**src/rtl/scope_stack_ctrl.sv**
```systemverilog
// scope_stack_ctrl: scope-ID stack that refuses duplicate (recursive) and over-depth pushes.
// A push scans every active level, one per cycle, before it is committed.
module scope_stack_ctrl #(
    parameter int ID_W  = 4,
    parameter int DEPTH = 8
) (
    input  logic                       clk,
    input  logic                       rst_n,
    input  logic                       i_push_valid,
    input  logic [ID_W-1:0]            i_push_id,
    output logic                       o_push_ready,
    input  logic                       i_pop_valid,
    output logic                       o_pop_ready,
    input  logic                       i_clear_err,
    output logic                       o_resp_valid,
    output logic                       o_resp_ok,
    output logic [ID_W-1:0]            o_top_id,
    output logic [$clog2(DEPTH):0]     o_depth,
    output logic                       o_busy,
    output logic                       o_err_recursive,
    output logic                       o_err_overflow,
    output logic                       o_err_underflow
);
    localparam int AW = $clog2(DEPTH);
    localparam int DW = AW + 1;
    localparam logic [DW-1:0] D_ONE  = DW'(1);
    localparam logic [DW-1:0] D_FULL = DW'(DEPTH);

    typedef enum logic [1:0] {S_IDLE, S_SCAN, S_RESP} state_t;

    state_t             r_state, w_next;
    logic [ID_W-1:0]    r_mem [DEPTH];
    logic [DW-1:0]      r_depth;
    logic [AW-1:0]      r_idx;
    logic [ID_W-1:0]    r_id;
    logic               r_match, r_ovf;
    logic               r_resp_valid, r_resp_ok;
    logic               r_err_recursive, r_err_overflow, r_err_underflow;
    logic               w_push_ready, w_pop_ready, w_push_go, w_pop_go;
    logic               w_hit, w_last, w_commit;
    logic [DW-1:0]      w_top;

    assign w_hit     = r_mem[r_idx] == r_id;
    assign w_last    = {1'b0, r_idx} == r_depth - D_ONE;
    assign w_push_go = w_push_ready & i_push_valid;
    assign w_pop_go  = w_pop_ready & i_pop_valid;
    assign w_commit  = r_state == S_RESP && !r_ovf && !r_match;
    assign w_top     = r_depth - D_ONE;

    always_ff @(posedge clk) begin
        if (!rst_n)
            r_state <= S_IDLE;
        else
            r_state <= w_next;
    end

    always_comb begin
        w_next       = r_state;
        w_push_ready = 1'b0;
        w_pop_ready  = 1'b0;
        case (r_state)
            S_IDLE: begin
                w_pop_ready  = 1'b1;
                w_push_ready = ~i_pop_valid;
                if (i_push_valid && !i_pop_valid)
                    w_next = (r_depth == '0 || r_depth == D_FULL) ? S_RESP : S_SCAN;
            end
            S_SCAN:  w_next = (w_hit || w_last) ? S_RESP : S_SCAN;
            S_RESP:  w_next = S_IDLE;
            default: w_next = S_IDLE;
        endcase
    end

    // Storage is deliberately not reset; only entries below depth are meaningful.
    always_ff @(posedge clk) begin
        if (rst_n && w_commit)
            r_mem[r_depth[AW-1:0]] <= r_id;
    end

    always_ff @(posedge clk) begin
        if (!rst_n) begin
            r_depth         <= '0;
            r_idx           <= '0;
            r_id            <= '0;
            r_match         <= 1'b0;
            r_ovf           <= 1'b0;
            r_resp_valid    <= 1'b0;
            r_resp_ok       <= 1'b0;
            r_err_recursive <= 1'b0;
            r_err_overflow  <= 1'b0;
            r_err_underflow <= 1'b0;
        end else begin
            r_resp_valid <= w_pop_go || r_state == S_RESP;
            r_resp_ok    <= (w_pop_go && r_depth != '0) || w_commit;
            if (w_pop_go && r_depth != '0)
                r_depth <= r_depth - D_ONE;
            if (w_push_go) begin
                r_id    <= i_push_id;
                r_idx   <= '0;
                r_ovf   <= r_depth == D_FULL;
                r_match <= 1'b0;
            end
            if (r_state == S_SCAN) begin
                if (w_hit)
                    r_match <= 1'b1;
                else if (!w_last)
                    r_idx <= r_idx + AW'(1);
            end
            if (w_commit)
                r_depth <= r_depth + D_ONE;
            // A flag being set in the same cycle as clear_err stays set.
            if (w_pop_go && r_depth == '0)
                r_err_underflow <= 1'b1;
            else if (i_clear_err)
                r_err_underflow <= 1'b0;
            if (r_state == S_RESP && r_ovf)
                r_err_overflow <= 1'b1;
            else if (i_clear_err)
                r_err_overflow <= 1'b0;
            if (r_state == S_RESP && !r_ovf && r_match)
                r_err_recursive <= 1'b1;
            else if (i_clear_err)
                r_err_recursive <= 1'b0;
        end
    end

    assign o_push_ready    = w_push_ready;
    assign o_pop_ready     = w_pop_ready;
    assign o_resp_valid    = r_resp_valid;
    assign o_resp_ok       = r_resp_ok;
    assign o_top_id        = (r_depth == '0) ? '0 : r_mem[w_top[AW-1:0]];
    assign o_depth         = r_depth;
    assign o_busy          = r_state == S_SCAN;
    assign o_err_recursive = r_err_recursive;
    assign o_err_overflow  = r_err_overflow;
    assign o_err_underflow = r_err_underflow;
endmodule

```
**config.mk**
```make
export PLATFORM = sky130hd
export DESIGN_NAME = scope_stack_ctrl
export DESIGN_NICKNAME = d
export VERILOG_FILES = /design/src/rtl/scope_stack_ctrl.sv
export SDC_FILE = /design/constraint.sdc
export NUM_CORES = 1
export LEC_CHECK = 0
export ABC_AREA = 0
export CAP_MARGIN = 10
export CORE_UTILIZATION = 51
export DETAILED_ROUTE_END_ITERATION = 16
export PLACE_DENSITY = 0.76
export SLEW_MARGIN = 0
export SYNTH_ARGS = -nofsm -noshare
export SYNTH_HDL_FRONTEND = slang
export SYNTH_SLANG_ARGS = --single-unit
export TNS_END_PERCENT = 1
```
**constraint.sdc**
```tcl
create_clock -name clk -period 2.8 [get_ports clk]
set_clock_uncertainty 0.1 [all_clocks]
set_input_delay 0.56 -clock clk [delete_from_list [all_inputs] [get_ports clk]]
set_output_delay 0.56 -clock clk [all_outputs]
set_load 0.01 [all_outputs]
```
==> results of run 1 <==
[power by group]
part	internal, mW	switching [mW]
clock network	0.184	0.269
registers	0.883	0.0710
logic	0.656	0.687
total	1.72	1.03
[state kept, by name, summed over array words and instances (netlist names)]
register / flops
r_mem: 32
o_depth: 4
r_id: 4
r_idx: 3
r_state: 2
o_err_overflow: 1
o_err_recursive: 1
o_err_underflow: 1
o_resp_ok: 1
o_resp_valid: 1
r_match: 1
r_ovf: 1
[repair_timing]
action	CTS	global route
gates resized for setup	7	9
buffers inserted	0	1
setup endpoints to repair	4	4
pin swaps	1	1
[layout by cell type, fill, tap and decap left out, types with 7 or more instances in the layout]
cell type,Yosys,routed
nand3_1,8,8
clkdlybuf4s50_1,0,20
xor2_1,7,7
mux4_2,12,12
mux2i_1,19,19
nand2_1,21,21
nor2_1,11,11
edfxtp_1,32,32
nor3_1,7,7
dfxtp_1,20,19
nor2b_1,9,9
buf_4,0,14
[critical path, delay by kind of cell (launching register included)]
family,cells,cell delay (ps)
flops,1,350
mux,1,310
buf+inv,2,390
compound gates,2,380
fa+ha+maj,1,320
[worst min-delay path by stage]
stage,startpoint,to,slack (ps),cells past startpoint
floorplan,r_ovf,r_ovf,420,2
global placement,o_err_underflow,o_err_underflow,400,2
detailed placement,o_err_overflow,o_err_overflow,420,2
CTS,o_err_underflow,o_err_underflow,450,2
global route,o_err_underflow,o_err_underflow,490,2
finish,o_err_underflow,o_err_underflow,440,2
[cells by family (layout without fill, tap and decap cells)]
group           Yosys count  count (layout)
xor+xnor                 11              11
simple gates             70              70
flops                    52              52
mux                      31              31
fa+ha+maj                 3               3
buf+inv                  22              54
compound gates           29              29
[through the flow]
stage	area (um^2)	hold WS (ps)	power (mW)	util	setup slack (ps)
2_1_floorplan	2650	418	1.81	-	66.8
3_3_place_gp	2990	405	2.26	0.616	39.0
3_5_place_dp	2990	421	2.28	0.616	-13.1
6_report	3100	442	2.75	0.640	79.3
4_1_cts	3090	446	2.71	0.638	27.5
5_1_grt	3100	494	2.91	0.640	-54.6
[synth_stat cells, drive strengths merged, types with 2 or more instances]
library cell / n
a21boi: 4
a21oi: 4
a221oi: 4
a31oi: 4
a32oi: 2
and2: 3
and4: 2
buf: 6
clkbuf: 9
dfxtp: 20
edfxtp: 32
ha: 3
inv: 6
mux2i: 19
mux4: 12
nand2: 22
nand2b: 4
nand3: 8
nor2: 11
nor2b: 9
nor3: 7
o211a: 3
o21a: 2
xnor2: 4
xor2: 7
[cell type report]
class	instances	area (um^2)
Clock buffer	5	68.8
Fill cell	360	1750
Timing Repair Buffer	39	348
Inverter	7	26.3
Tap cell	67	83.8
Clock inverter	3	26.3
Sequential cell	52	1360
Multi-Input combinational cell	144	1190
[layer usage]
metal	track usage	routed length (um)	share of wire
met1	0.333	2640	0.47
met2	0.341	2630	0.47
met3	0.0528	293	0.052
met4	0.0833	74	0.013
met5	0	0	0
==> impl_metrics.py, run 1 <==
metrics = {
    "cts": {
        "cts-htree-levels": 2,
        "clk_latency_ps": 310,
        "clk_pin_slew_ps": 100,
        "clockRootBuffer": "clkbuf_8",
        "cts.sinks": 52,
        "cts_tree": "built",
        "cts_hold_buffers": 0,
        "clock_path_buffers": 2,
        "cts_buffers": 5,
    },
    "critical_path": {
        "crit_type": "reg -> out",
        "r2r_slack_ps": 560,
        "max_stage_delay_ps": 350,
        "slowest_stage": "dfxtp_2",
        "crit_required_ps": 2140,
        "r2r_cells": 4,
        "cp_data_arrival_time_ps": 2060,
        "r2r_end": "r_mem[0][2]",
        "path_cells": "inv_1 > ha_4 > mux4_2 > a221oi_1 > a31oi_1 > dlygate4sd2_1",
        "worstSetupStartpoint": "o_depth[0]",
        "crit_end": "o_top_id[0]",
        "setup.worst_path.start_class": "flop",
        "regToRegStartpoint": "r_state[1]",
        "crit_path_max_fanout": 6,
        "endpoint_kind": "primary output",
    },
    "synthesis": {
        "ys_top_cells_by_area": "edfxtp_1, dfxtp_1, mux4_2, mux2i_1, nand2_1",
        "syn_area_um2": 2640,
        "yosysUniqueCellTypes": 39,
        "synth_adder_area_share": 0.0142,
        "synthMuxAreaShare": 0.174,
        "synth_ff_type": "edfxtp_1",
        "synth_seq_area_share": 0.515,
        "yosysTopAreaCell": "edfxtp_1",
        "synth_nets": 230,
        "syn_area_per_cell_um2": 12.1,
        "synth-simple-area-share": 0.135,
        "ys_seq_elements": 52,
        "synthCells": 218,
        "ys_warn_count": 0,
        "async_flop_share": 0,
        "synthXorXnorAreaFrac": 0.0365,
        "synth_top_family_by_area": "multiplexers",
        "synth_edf_count": 32,
        "synth_top_cell_area_share": 0.364,
        "synth_compound_area_frac": 0.0824,
    },
    "cells_and_area": {
        "fin_nets": 261,
        "fin_cells": 317,
        "drive_gt1_frac": 0.168,
        "num_antenna_cells": 0,
        "area_delta_synth_final_pct": 17.5,
    },
    "sta": {
        "rsz0062_at_grt": "yes",
        "slew_violations": 0,
        "finalHoldViolations": 0,
        "post-route-period-util": 0.972,
        "min_period_ps": 2720,
        "slew_headroom": 0.569,
        "tns_ps": 0,
        "setup_violations": 0,
        "worst_pin_slew_ps": 642,
        "max_freq_mhz": 368,
    },
    "power": {
        "p_per_area_nw_per_um2": 886,
        "ir_worst_vdd_uv": 458,
        "p_leak_nw": 1.12,
    },
    "run": {
        "maxCapViolCount": 0,
    },
    "global_route": {
        "grt-ovfl-total": 0,
        "grt_max_degree": 23,
        "antenna_found_initial": 0,
        "grt_pass1_wl_um": 9180,
        "groute.usage.overall": 0.230,
        "grt_pass1_vias": 1829,
    },
    "floorplan": {
        "num_io_pins": 25,
        "start_util": 0.545,
        "die_w_um": 74.0,
        "row_count": 25,
        "core_area_um2": 4850,
        "die_area_um2": 5470,
        "die_h_um": 74.0,
    },
    "placed_design": {
        "port_buffers": 24,
        "dp_hpwl_um": 3940,
        "gp_congestion": 0.907,
        "placed_cells_incl_taps": 308,
    },
    "drt": {
        "drtAntennaViolNets": 0,
        "drc": 0,
        "drt_pre_antenna_iters": 4,
        "drt-initial-drc-count": 119,
        "routedWlPerCell_um": 17.8,
        "vias": 1824,
        "drt-total-wl_um": 5640,
        "via_per_inst": 5.75,
    },
    "status": {
        "status": "finished clean",
    },
    "worst_hold_path": {
        "hp-class": "reg -> reg",
    },
}
(Power assumes the default switching activity.)
==> run 2, diff against run 1 <==
- CAP_MARGIN: 10 -> 20
- GPL_TIMING_DRIVEN: unset -> 0
==> impl_metrics.py, run 2 (same netlist as run 1, synthesis figures left out) <==
metrics = {
    "sta": {
        "worst_pin_slew_ps": 699,
        "min_period_ps": 2760,
        "post-route-period-util": 0.985,
        "slew_headroom": 0.531,
        "finalHoldViolations": 0,
        "rsz0062_at_grt": "no",
        "max_freq_mhz": 363,
        "setup_violations": 0,
        "holdWs_ps": 442,
        "slew_violations": 0,
    },
    "global_route": {
        "antenna_found_initial": 0,
        "use_met3": 0.0474,
        "grt_max_degree": 16,
        "grt_pass1_vias": 1814,
        "use_met1": 0.345,
        "groute.usage.overall": 0.238,
        "busiest_layer": "met2",
        "grt-ovfl-total": 0,
        "grt_pass1_wl_um": 9520,
        "use_met2": 0.375,
    },
    "power": {
        "ir_worst_vdd_uv": 485,
        "switching_share": 0.375,
        "pwr-share-seq": 0.332,
        "p_leak_nw": 1.14,
        "p_per_area_nw_per_um2": 907,
        "p_switching_mw": 1.08,
        "p_clk_frac": 0.142,
        "finalPower_mw": 2.87,
        "p_comb_frac": 0.526,
        "p_int_mw": 1.80,
    },
    "critical_path": {
        "crit_path_max_fanout": 5,
        "max_stage_delay_ps": 370,
        "crit_type": "reg -> out",
        "setup.worst_path.start_class": "flop",
        "worst-path-buf-inv": 3,
        "endpoint_kind": "primary output",
        "crit_required_ps": 2140,
        "slowest_stage": "dfxtp_4",
        "critPathTopFamily": "compound AO/OA/AOI/OAI gates",
        "path_cells": "inv_1 > ha_4 > buf_8 > mux4_2 > a221oi_2 > a31oi_1 > buf_2",
        "cp_data_arrival_time_ps": 2100,
    },
    "cts": {
        "cts-htree-levels": 2,
        "cts_hold_buffers": 0,
        "clock_path_buffers": 2,
        "clk_pin_slew_ps": 80,
        "cts.sinks": 52,
        "cts_buffers": 5,
        "clk_latency_ps": 310,
        "cts_tree": "built",
        "clockRootBuffer": "clkbuf_8",
    },
    "cells_and_area": {
        "fin_area_um2": 3170,
        "post-route-util": 0.653,
        "num_antenna_cells": 0,
        "area_delta_synth_final_pct": 19.9,
        "regArea_um2": 1370,
        "multiInputGateArea_um2": 1210,
        "nFillCells": 356,
        "drive_gt1_frac": 0.195,
        "layout_common_cells": "edfxtp_1, nand2_1, clkdlybuf4s50_1, mux2i_1, dfxtp_1",
        "fin_nets": 268,
        "largest_reg_flops": 32,
        "layout_commonest_cell": "edfxtp_1",
    },
    "placed_design": {
        "dp_hpwl_um": 4150,
        "gp_congestion": 0.901,
        "dpl_cell_area_um2": 2980,
        "port_buffers": 24,
    },
    "drt": {
        "drt-initial-drc-count": 176,
        "routedWlPerCell_um": 18.2,
        "via_per_inst": 5.76,
        "vias": 1866,
        "drt-total-wl_um": 5880,
        "drc": 0,
        "drtAntennaViolNets": 0,
        "drt_pre_antenna_iters": 4,
    },
    "floorplan": {
        "die_area_um2": 5470,
        "num_io_pins": 25,
        "die_w_um": 74.0,
        "core_area_um2": 4850,
        "row_count": 25,
        "die_h_um": 74.0,
        "start_util": 0.545,
    },
    "run": {
        "maxCapViolCount": 0,
    },
    "worst_hold_path": {
        "hp-class": "reg -> reg",
    },
    "status": {
        "status": "finished clean",
    },
}
run 2: cell count changes in the layout (fill, tap and decap cells not counted), sizes merged:
cell / delta
clkinvlp: +1
clkbuf: +6
inv: -2
dlygate4sd2: -2
clkdlybuf4s18: +1
buf: +3
run 2: power groups by stage:
| stage | Clock, mW | Sequential (mW) | Combinational, mW |
|---|---|---|---|
| after floorplan | 0 | 0.968 | 0.844 |
| after global placement | 0 | 0.965 | 1.26 |
| after detailed placement | 0 | 0.970 | 1.29 |
| after CTS | 0.411 | 0.954 | 1.46 |
| after global routing | 0.443 | 0.963 | 1.61 |
| final | 0.408 | 0.953 | 1.51 |
run 2: layout make-up:
class / instances / area share
Timing Repair Buffer: 34 / 0.0972
Clock buffer: 6 / 0.0229
Inverter: 7 / 0.00948
Clock inverter: 2 / 0.00356
Sequential cell: 52 / 0.432
Buffer: 12 / 0.0265
Tap cell: 67 / 0.0265
Multi-Input combinational cell: 144 / 0.382
run 2: worst min-delay path, stage by stage, from the launching register on:
cell     delay, ps
dfxtp_1        340
a32oi_1         60
nor2b_1        100
run 2: repair_timing:
| action | CTS | global route |
|---|---|---|
| pin swaps | 4 | 2 |
| cloned | 1 | 0 |
| setup endpoints to repair | 4 | 4 |
| setup buffers | 5 | 3 |
| resized for setup | 35 | 4 |
run 2: path summary, 6_finish.rpt:
path	from	end	slack (ps)	cells past startpoint
worst max-delay path	o_depth[1]	o_top_id[1]	40	7
worst min-delay path	o_err_underflow	o_err_underflow	440	2
worst max register to register	r_state[0]	r_mem[0][0]	270	5
worst min register to register	o_err_underflow	o_err_underflow	440	2
run 2: through the flow:
stage          setup TNS (ps)  worst slack, ps  instances
2_1_floorplan               0             66.8        218
3_3_place_gp            -3420             -584        309
3_5_place_dp            -2450             -624        310
4_1_cts                 -23.8            -8.78        323
5_1_grt                     0             3.92        324
6_report                    0             41.9        324
run 2: per-layer routing:
layer / routed length [um] / vias up
met4: 64 / 0
met3: 408 / 7
met5: 0 / -
met2: 2770 / 64
li1: - / 888
met1: 2640 / 907
